`src/rtl/scan_pkg.sv`:
```
// Shared types for the scan-step pulse counter: FSM states, register map defaults, FIFO record.
// No logic of its own; no latency.
// No flow control of its own.
package scan_pkg;

    typedef enum logic [1:0] {
        IDLE  = 2'd0,
        COUNT = 2'd1,
        PUSH  = 2'd2
    } state_t;

    localparam logic [7:0] ADDR_STATUS_DEF = 8'h40;
    localparam logic [7:0] ADDR_CTRL_DEF   = 8'h41;
    localparam logic [7:0] ADDR_LEVEL_DEF  = 8'h42;

    localparam int CTRL_FLUSH_BIT = 0;
    localparam int CTRL_ABORT_BIT = 1;

    typedef struct packed {
        logic [31:0] step_time;
        logic [31:0] signals;
    } rec_t;

    function automatic logic [31:0] sat_inc(input logic [31:0] v, input logic en);
        return (en && (v != 32'hFFFF_FFFF)) ? v + 32'd1 : v;
    endfunction

endpackage

```
`src/rtl/sync_fifo.sv`:
```
// Single-clock first-word-fall-through FIFO with synchronous flush and fill level.
// Latency: a write is visible on o_rd_dat the cycle after it is accepted.
// Backpressure: a write to a full FIFO is dropped unless a pop completes in the same cycle.
module sync_fifo #(
    parameter  int WIDTH = 64,
    parameter  int DEPTH = 8,
    localparam int AW    = $clog2(DEPTH),
    localparam int LW    = $clog2(DEPTH + 1)
) (
    input  logic             clk,
    input  logic             rst_n,
    input  logic             i_flush,
    input  logic             i_wr_vld,
    input  logic [WIDTH-1:0] i_wr_dat,
    input  logic             i_rd_rdy,
    output logic [WIDTH-1:0] o_rd_dat,
    output logic             o_full,
    output logic             o_empty,
    output logic [LW-1:0]    o_level
);

    logic [WIDTH-1:0] r_mem [DEPTH];
    logic [AW-1:0]    r_wptr;
    logic [AW-1:0]    r_rptr;
    logic [LW-1:0]    r_level;
    logic             w_do_rd;
    logic             w_do_wr;

    assign o_full   = (r_level == LW'(DEPTH));
    assign o_empty  = (r_level == '0);
    assign o_level  = r_level;
    assign o_rd_dat = r_mem[r_rptr];

    // A full FIFO still takes a write when the head leaves in the same cycle.
    assign w_do_rd = i_rd_rdy && !o_empty;
    assign w_do_wr = i_wr_vld && (!o_full || w_do_rd);

    always_ff @(posedge clk) begin
        if (w_do_wr && !i_flush) begin
            r_mem[r_wptr] <= i_wr_dat;
        end
    end

    always_ff @(posedge clk or negedge rst_n) begin
        if (!rst_n) begin
            r_wptr  <= '0;
            r_rptr  <= '0;
            r_level <= '0;
        end else if (i_flush) begin
            r_wptr  <= '0;
            r_rptr  <= '0;
            r_level <= '0;
        end else begin
            if (w_do_wr) r_wptr <= r_wptr + AW'(1);
            if (w_do_rd) r_rptr <= r_rptr + AW'(1);
            case ({w_do_wr, w_do_rd})
                2'b10:   r_level <= r_level + LW'(1);
                2'b01:   r_level <= r_level - LW'(1);
                default: r_level <= r_level;
            endcase
        end
    end

endmodule

```
`src/rtl/step_fifo.sv`:
```
// Counts synchronized count edges and cycles per scan step; queues {time, signals} per step.
// Latency: record visible on exports two cycles after stopStep (FIFO empty); count edge to counter 3 cycles.
// Backpressure: none upstream; a step finishing into a full FIFO is dropped and sets sticky overflow.
module step_fifo
    import scan_pkg::*;
#(
    parameter int         DEPTH       = 8,
    parameter logic [7:0] ADDR_STATUS = ADDR_STATUS_DEF,
    parameter logic [7:0] ADDR_CTRL   = ADDR_CTRL_DEF,
    parameter logic [7:0] ADDR_LEVEL  = ADDR_LEVEL_DEF
) (
    input  logic        clock50Mhz,
    input  logic        key_restart,
    input  logic [7:0]  addr,
    input  logic [7:0]  data,
    input  logic        write,
    output logic [7:0]  data_out,
    input  logic        startStep,
    input  logic        stopStep,
    input  logic        cread,
    input  logic        count,
    output logic [31:0] time_export,
    output logic [31:0] signals_export,
    output logic        fifo_empty
);

    localparam int LW = $clog2(DEPTH + 1);

    state_t        r_state;
    state_t        w_state_nxt;
    logic          r_sync1;
    logic          r_sync2;
    logic          r_sync3;
    logic          r_edge;
    logic [31:0]   r_tcnt;
    logic [31:0]   r_scnt;
    logic          r_ovf;
    logic          w_ctrl_wr;
    logic          w_flush;
    logic          w_abort;
    logic          w_start;
    logic          w_push;
    logic          w_busy;
    logic          w_full;
    logic          w_empty;
    logic [LW-1:0] w_level;
    rec_t          w_push_rec;
    rec_t          w_head_rec;
    logic          w_unused_data;

    assign w_unused_data = ^data[7:2];

    // Third flop holds the previous synchronized level; the edge pulse is registered.
    always_ff @(posedge clock50Mhz or negedge key_restart) begin
        if (!key_restart) begin
            r_sync1 <= 1'b0;
            r_sync2 <= 1'b0;
            r_sync3 <= 1'b0;
            r_edge  <= 1'b0;
        end else begin
            r_sync1 <= count;
            r_sync2 <= r_sync1;
            r_sync3 <= r_sync2;
            r_edge  <= r_sync2 & ~r_sync3;
        end
    end

    assign w_ctrl_wr = write && (addr == ADDR_CTRL);
    assign w_flush   = w_ctrl_wr && data[CTRL_FLUSH_BIT];
    assign w_abort   = w_ctrl_wr && data[CTRL_ABORT_BIT];
    assign w_start   = (r_state == IDLE) && startStep && !w_abort;
    assign w_push    = (r_state == PUSH) && !w_abort;
    assign w_busy    = (r_state != IDLE);

    always_ff @(posedge clock50Mhz or negedge key_restart) begin
        if (!key_restart) begin
            r_state <= IDLE;
        end else begin
            r_state <= w_state_nxt;
        end
    end

    always_comb begin
        w_state_nxt = r_state;
        case (r_state)
            IDLE:    if (startStep) w_state_nxt = COUNT;
            COUNT:   if (stopStep)  w_state_nxt = PUSH;
            PUSH:    w_state_nxt = IDLE;
            default: w_state_nxt = IDLE;
        endcase
        if (w_abort) begin
            w_state_nxt = IDLE;
        end
    end

    always_ff @(posedge clock50Mhz or negedge key_restart) begin
        if (!key_restart) begin
            r_tcnt <= '0;
            r_scnt <= '0;
        end else if (w_start) begin
            r_tcnt <= '0;
            r_scnt <= '0;
        end else if (r_state == COUNT) begin
            r_tcnt <= sat_inc(r_tcnt, 1'b1);
            r_scnt <= sat_inc(r_scnt, r_edge);
        end
    end

    // A pop in the same cycle frees the slot, so a full FIFO only overflows without cread.
    always_ff @(posedge clock50Mhz or negedge key_restart) begin
        if (!key_restart) begin
            r_ovf <= 1'b0;
        end else if (w_flush) begin
            r_ovf <= 1'b0;
        end else if (w_push && w_full && !cread) begin
            r_ovf <= 1'b1;
        end
    end

    assign w_push_rec.step_time = r_tcnt;
    assign w_push_rec.signals   = r_scnt;

    sync_fifo #(
        .WIDTH ($bits(rec_t)),
        .DEPTH (DEPTH)
    ) u_fifo (
        .clk      (clock50Mhz),
        .rst_n    (key_restart),
        .i_flush  (w_flush),
        .i_wr_vld (w_push),
        .i_wr_dat (w_push_rec),
        .i_rd_rdy (cread),
        .o_rd_dat (w_head_rec),
        .o_full   (w_full),
        .o_empty  (w_empty),
        .o_level  (w_level)
    );

    assign fifo_empty     = w_empty;
    assign time_export    = w_empty ? 32'd0 : w_head_rec.step_time;
    assign signals_export = w_empty ? 32'd0 : w_head_rec.signals;

    always_comb begin
        data_out = 8'h00;
        if (addr == ADDR_STATUS) begin
            data_out = {r_ovf, w_full, w_empty, w_busy, 4'b0000};
        end else if (addr == ADDR_LEVEL) begin
            data_out = 8'(w_level);
        end
    end

endmodule

```
`config.mk`:
```
export PLATFORM = sky130hd
export DESIGN_NAME = step_fifo
export DESIGN_NICKNAME = d
export VERILOG_FILES = /design/src/rtl/scan_pkg.sv /design/src/rtl/sync_fifo.sv /design/src/rtl/step_fifo.sv
export SDC_FILE = /design/constraint.sdc
export NUM_CORES = 1
export LEC_CHECK = 0
export CELL_PAD_IN_SITES_DETAIL_PLACEMENT = 1
export CELL_PAD_IN_SITES_GLOBAL_PLACEMENT = 2
export CORE_AREA = 2 2 312 314
export CTS_BUF_LIST = sky130_fd_sc_hd__clkbuf_4 sky130_fd_sc_hd__clkbuf_8
export DETAILED_ROUTE_END_ITERATION = 8
export DIE_AREA = 0 0 314 316
export PLACE_DENSITY = 0.54
export SETUP_SLACK_MARGIN = 0.4
export SLEW_MARGIN = 10
export SYNTH_ARGS = -nofsm -noshare
export SYNTH_HDL_FRONTEND = slang
export SYNTH_SLANG_ARGS = --single-unit
```
`constraint.sdc`:
```
create_clock -name clock50Mhz -period 16.25 [get_ports clock50Mhz]
set_clock_uncertainty 0.1 [all_clocks]
set_input_delay 3.25 -clock clock50Mhz [delete_from_list [all_inputs] [get_ports clock50Mhz]]
set_output_delay 3.25 -clock clock50Mhz [all_outputs]
set_load 0.05 [all_outputs]
```
==> qor.csv <==
metric;value;unit
combinational cell fraction of total power;0.336;
internal power;0.00305;W
first-pass GRT wire length;91.2;mm
#FFs+latches synth;593;
count of hold-fix buffers inserted at cts;0;
# fillers;9925;
outcome;finished clean;
Max Freq;0.108;GHz
total die area;0.0992;mm2
Wirelength per Cell;21.6;um
Setup CP Type;in2out;
Ys Warns;0;
total wire length;60.8;mm
mux share of post-synthesis cell area;0.152;
count of H-tree levels built during CTS;3;
area share of the largest cell type after synthesis;0.646;
Crit Reg-Reg Startpoint;r_state[0]$_DFFE_PN0P_;
worst ir drop on vdd;87.8;uV
via/cell ratio;4.55;
kind of capture point of the worst setup path;output pin;
pin count of the biggest net entering global routing;66;
share of synthesized cell area in full adder, half adder and majority cells;0.00263;
arrival time worst endpoint;5.89;ns
site row count;114;
basic-gate share of the synthesized area counting and, or, nand and nor cells;0.0681;
total clock buffers created by CTS;98;
number of buffers added for setup after CTS;0;
standby leakage power;9.41;nW
antenna violations before repair;2;
register share of total power;0.387;
Vias;12800;
cell area after technology mapping;0.0238;mm2
worst skew pair latency;0.71;ns
clock slew seen by the registers of the worst setup and hold paths;0.06;ns
Gate Count Post-Synth;1312;
First DRT Iteration DRCs;688;
initial core utilization;0.248;
ys flop type;edfxtp_1;
layout cells sized above 1;0.211;
Hold Path Origin;r_sync1$_DFF_PN0_;
Synth area leader;edfxtp_1;
slew at the pin with the worst max-slew slack;1.17;ns
number of detailed-routing iterations run before antenna repair;5;
post-layout min period;9.24;ns
Final Net Count;1487;
share of the synthesized area in compound gates (AO/OA/AOI/OAI);0.0267;
clock tree from TritonCTS;done;
final-layout worst hold slack;0.261;ns
IO Port Bufs;89;
final hold violation count;0;
Seq/Total Area, Yosys;0.732;
combinational family with the most area after synthesis;multiplexers;
clock sink count;593;
total nets after synthesis;1340;
sw frac;0.361;
clock root buffer master;clkbuf_8;
Routability Congestion;0.680;
post-synthesis average cell area;18.1;um2
Final Instance Area;0.0282;mm2
share of power burned in the clock network;0.278;
cells resized by post-CTS repair;0;
final count of pins violating max slew;0;
share of flip-flops with an asynchronous set or reset;0.137;
total cell area at the placement stage;0.0263;mm2
highest fanout seen on the critical path;6;
GR Overflow Total;0;
setup repair after global routing missed its margin;no;
Tightest Hold Check Type;reg2reg;
Final Cycle Share;0.569;
vias in the first global route;14100;
Final TNS setup;0;ns
Final ANT Viol Nets;0;
number of setup violations in the final report;0;
number of flops mapped to enable cells by yosys;512;
critical path launch point type;primary input;
PwrDens;169;mW/mm2
clock buffer depth;3;
signed area change from the synthesized netlist to the final layout;18.7;%
ports placed on the boundary;96;
number of maximum-capacitance violations;0;
switching power;0.00172;W
Worst setup startpoint;addr[7];
post-detail-place hpwl;32.8;mm
Residual DRC;0;
xor and xnor area share after synthesis;0.00700;
count of distinct cell types in the synthesized netlist;50;
Floorplan Core Area;0.0960;mm2
critical path data required time;12.90;ns
floorplan die width;314;um
normalized max-slew margin;0.210;
Chip Height;316;um
total global-route track usage;0.124;
leading cell types by total area after synthesis;edfxtp_1, mux4_2, dfrtp_1;
## power by group through the flow
stage	Sequential, W	Combinational (W)	Clock (W)
floorplan	0.00178	0.00117	0
global placement	0.00187	0.00164	0
detailed placement	0.00188	0.00165	0
CTS	0.00185	0.00165	0.00137
global route	0.00186	0.00171	0.00143
finish	0.00184	0.00160	0.00132
## cells in the mapped netlist (11+ instances only)
| cell type | count |
|---|---|
| dfrtp_1 | 81 |
| mux4_2 | 128 |
| and3_1 | 14 |
| nand2_1 | 43 |
| nor3_1 | 19 |
| and2_1 | 11 |
| edfxtp_1 | 512 |
| mux2i_1 | 74 |
| nand4_1 | 19 |
| nor2_1 | 107 |
| o21ai_0 | 31 |
| nand3_1 | 28 |
| clkbuf_1 | 35 |
| or4_1 | 11 |
| buf_1 | 26 |
| a21oi_1 | 35 |
| or3_1 | 26 |
| xor2_1 | 13 |
## cells by family (layout without fill, tap and decap cells)
kind of cell | count (synthesis) | after routing
XOR/XNOR | 19 | 19
other | 0 | 1
adder cells (fa/ha/maj) | 5 | 5
flip-flops | 593 | 593
AO/OA/AOI/OAI | 105 | 105
AND/OR/NAND/NOR | 316 | 316
multiplexers | 202 | 202
buffers and inverters | 72 | 298
## cell usage in the layout, fill, tap and decap left out, types with 4 or more instances in the layout
cell type and n:
edfxtp_1 512, mux4_2 128, nor2_1 101, clkbuf_8 100, clkdlybuf4s50_1 88, dfrtp_1 78, mux2i_1 74, nand2_1 43
a21oi_1 35, o21ai_0 31, nand3_1 28, clkinv_1 28, clkbuf_4 27, or3_1 26, buf_4 24, nand4_1 19
nor3_1 17, and3_1 14, xor2_1 13, clkinv_2 12, or4_1 11, and2_1 10, o31ai_1 9, nor4_1 9
o211ai_1 9, and4_1 7, inv_1 6, nor2_4 6, xnor2_1 6, nor2b_1 5, ha_1 5, bufinv_16 5
a31oi_1 4, inv_6 4
## flip-flops by register name (all words and copies together) (netlist names)
signal / cells
u_fifo.o_level: 4
r_scnt: 32
u_fifo.r_rptr: 3
r_state: 2
r_ovf: 1
r_sync1: 1
r_tcnt: 32
r_edge: 1
r_sync3: 1
r_sync2: 1
u_fifo.r_mem: 512
u_fifo.r_wptr: 3
## area by class of cell
| type | count | area (um2) | share of cell area |
|---|---|---|---|
| Antenna cell | 1 | 2.50 | 0.0000887 |
| Clock buffer | 127 | 1580 | 0.0559 |
| Clock inverter | 52 | 385 | 0.0137 |
| Inverter | 7 | 26.3 | 0.000931 |
| Multi-Input combinational cell | 647 | 6160 | 0.218 |
| Sequential cell | 593 | 17400 | 0.617 |
| Tap cell | 1276 | 1600 | 0.0566 |
| Timing Repair Buffer | 112 | 1060 | 0.0376 |
## routing by layer
metal  wire [um]  global-route usage  up-vias
met2       29400               0.202      219
met1       27900               0.166     6896
li1            -                   -     5603
met3        2360              0.0213       77
met4        1150              0.0412        0
met5           0                   0        -
## path summary, 6_finish.rpt
path	to	slack, ns	cells after the start
setup / recovery	data_out[6]	7.01	6
hold / removal	r_sync2$_DFF_PN0_	0.26	0
setup reg to reg	u_fifo.r_mem[2][57]$_DFFE_PP_	12.45	5
hold reg to reg	r_sync2$_DFF_PN0_	0.26	0
max in group asynchronous	r_scnt[20]$_DFFE_PN0P_	12.48	2
min in group asynchronous	u_fifo.o_level[1]$_DFFE_PN0P_	2.43	1
## stage by stage
step           utilization  worst slack (ns)  total power, W  std cells
3_5_place_dp         0.274              7.02         0.00353       2635
4_1_cts              0.294              7.00         0.00487       2814
2_1_floorplan            -              6.73         0.00295       1312
5_1_grt              0.294              6.73         0.00500       2815
3_3_place_gp         0.274              7.06         0.00352       2635
6_report             0.294              7.01         0.00477       2815
## critical path, cell delays in order
cell and delay [ns]:
clkdlybuf4s50_1 0.41, nor4b_1 0.81, nand2_1 0.24, nor2_1 0.20
and3_1 0.19, clkdlybuf4s50_1 0.80
Power figures use the tool's default switching activity.
==> RTL change 1: new RTL, same flow settings <==
`DEPTH` is set to 8 in 2 places; all go to 16.
--- a/src/rtl/sync_fifo.sv
+++ b/src/rtl/sync_fifo.sv
@@ -3,7 +3,7 @@
 // Backpressure: a write to a full FIFO is dropped unless a pop completes in the same cycle.
 module sync_fifo #(
     parameter  int WIDTH = 64,
-    parameter  int DEPTH = 8,
+    parameter  int DEPTH = 16,
     localparam int AW    = $clog2(DEPTH),
     localparam int LW    = $clog2(DEPTH + 1)
 ) (
--- a/src/rtl/step_fifo.sv
+++ b/src/rtl/step_fifo.sv
@@ -4,7 +4,7 @@
 module step_fifo
     import scan_pkg::*;
 #(
-    parameter int         DEPTH       = 8,
+    parameter int         DEPTH       = 16,
     parameter logic [7:0] ADDR_STATUS = ADDR_STATUS_DEF,
     parameter logic [7:0] ADDR_CTRL   = ADDR_CTRL_DEF,
     parameter logic [7:0] ADDR_LEVEL  = ADDR_LEVEL_DEF
Formal check against the unedited RTL: no difference found for any inputs over 4 cycles, from zero or initial values; that may be too few to reach the edited logic, so the function may still have changed.
==> RTL change 1 against the unedited design <==
Sequential cell count increased by 515. Final cell count increased by 30%. Worst setup slack improved by 0.020 ns. Sequential power increased by 83%. Count of clock-buffer cells in the layout increased by 148. Utilization increased by 22 points. Area after synthesis increased by 83%. Wire length increased by 77%. Worst hold slack improved by 0.0028 ns. Final area increased by 76%. Clock power increased by 82%. Total power increased by 79%. Via count increased by 65%.
==> RTL change 1: results (changes against the unedited design) <==
power:
  p_int_mw: 5.73  # +88%
  leakage_nw: 16.1  # +71%
  powerClk_mw: 2.40  # +82%
  pg_seq_mw: 3.37  # +83%
  power_density_nw_per_um2: 172  # +1.8%
  peakVddDrop_mv: 0.146  # +67%
place:
  post_dp_cell_area_um2: 46100  # +75%
  dp_slack_ns: 6.99  # -0.0268 ns
  dp_cells: 3331  # +26%
  gp_congestion: 0.744  # +9.4%
  dp_hpwl_um: 52900  # +61%
critical_path:
  slowest_stage: "clkdlybuf4s50_1"
  r2r-start: "r_state[1]"
  worst-path-max-fanout: 5  # -1
  crit_start: "addr[5]"
  rr_endpoint: "u_fifo.r_mem[12][4]"
  ff2ff_path_depth: 6  # +1
  reg2reg_slack_ns: 12.12  # -0.33 ns
  worstPathArrival_ns: 5.87  # -0.02 ns
  critPathMaxStageDelay_ns: 0.84  # +0.03 ns
sta:
  holdWs_ns: 0.264  # +0.00282 ns
  fin_crit_sh_pct: 56.8  # -0.12 points
  relSlewSlack_pct: 25.8  # +4.8 points
logic_synthesis:
  ys_top_cells_by_count: "1024 x edfxtp_1, 320 x mux4_2, 84 x and2_1, 84 x dfrtp_1, 65 x clkbuf_1"
  ys_seq_area_share_pct: 75.3  # +2.2 points
  async_flop_share_pct: 7.58  # -6.1 points
  synth-compound-area-share_pct: 1.45  # -1.2 points
  syn_inst: 2030  # +55%
  synth_top_family_by_area: "multiplexers"
  synthMuxAreaShare_pct: 16.8  # +1.5 points
  synth_fa_ha_area_share_pct: 0.361  # +0.098 points
  synth_nets: 2065  # +54%
  synth-edff-count: 1024  # +100%
  ys_types: 60  # +20%
  synth.area.top_cells: "edfxtp_1 71%, mux4_2 17%, dfrtp_1 4.8%"
cts:
  cts_buffers: 183  # +87%
  clk_latency_ns: 0.85  # +0.14 ns
  clkSlewWorstSetupHoldPaths_ns: 0.05
grt:
  antenna_found_initial: 3  # +1
  grt_max_degree: 148  # +120%
  grt_pass1_vias: 23504  # +66%
  grt.total_usage_pct: 22.3  # +9.9 points
  grt_first_pass_wirelength_um: 159000  # +74%
detailed_routing:
  drtIter0Drc: 1744  # +150%
  via_count: 21157  # +65%
  routed_wl_um: 107000  # +77%
min_path:
  hold_end: "r_sync2"
layout:
  reg_top3: "u_fifo.r_mem x1024, r_scnt x32, r_tcnt x32"
  fin_nets: 2275  # +53%
  final_layout_size_suffix_gt1_share_pct: 29.2  # +8.1 points
  fin_cells: 3671  # +30%
  nFillCells: 8401  # -15%
run_status:
  status: "finished, final reports clean"
-- RTL change 1: layer usage --
metal | part of all wire (%) | vias to the layer above | track usage (%) | routed length, um
met4 | 2.0 | 0 | 6.64 | 2120
li1 | - | 8966 | - | -
met5 | 0 | - | 0 | 0
met3 | 4.4 | 171 | 3.92 | 4700
met1 | 46 | 11510 | 32.1 | 49100
met2 | 48 | 510 | 35.3 | 51500
-- RTL change 1: cell type report --
| type | instances | area [um2] | area share (%) |
|---|---|---|---|
| diodes | 2 | 5.00 | 0.0101 |
| clock buffers | 275 | 3290 | 6.63 |
| clock inverters | 63 | 298 | 0.600 |
| inverters | 18 | 67.6 | 0.136 |
| multi-input cells | 804 | 10400 | 20.8 |
| flip-flops and latches | 1108 | 32900 | 66.2 |
| well taps | 1276 | 1600 | 3.21 |
| repair buffers | 125 | 1180 | 2.38 |
-- RTL change 1: worst max-delay path: cells and delay by family --
kind / cells / cell delay [ns]
simple gates: 3 / 1.27
buf+inv: 2 / 1.24
compound gates: 1 / 0.11
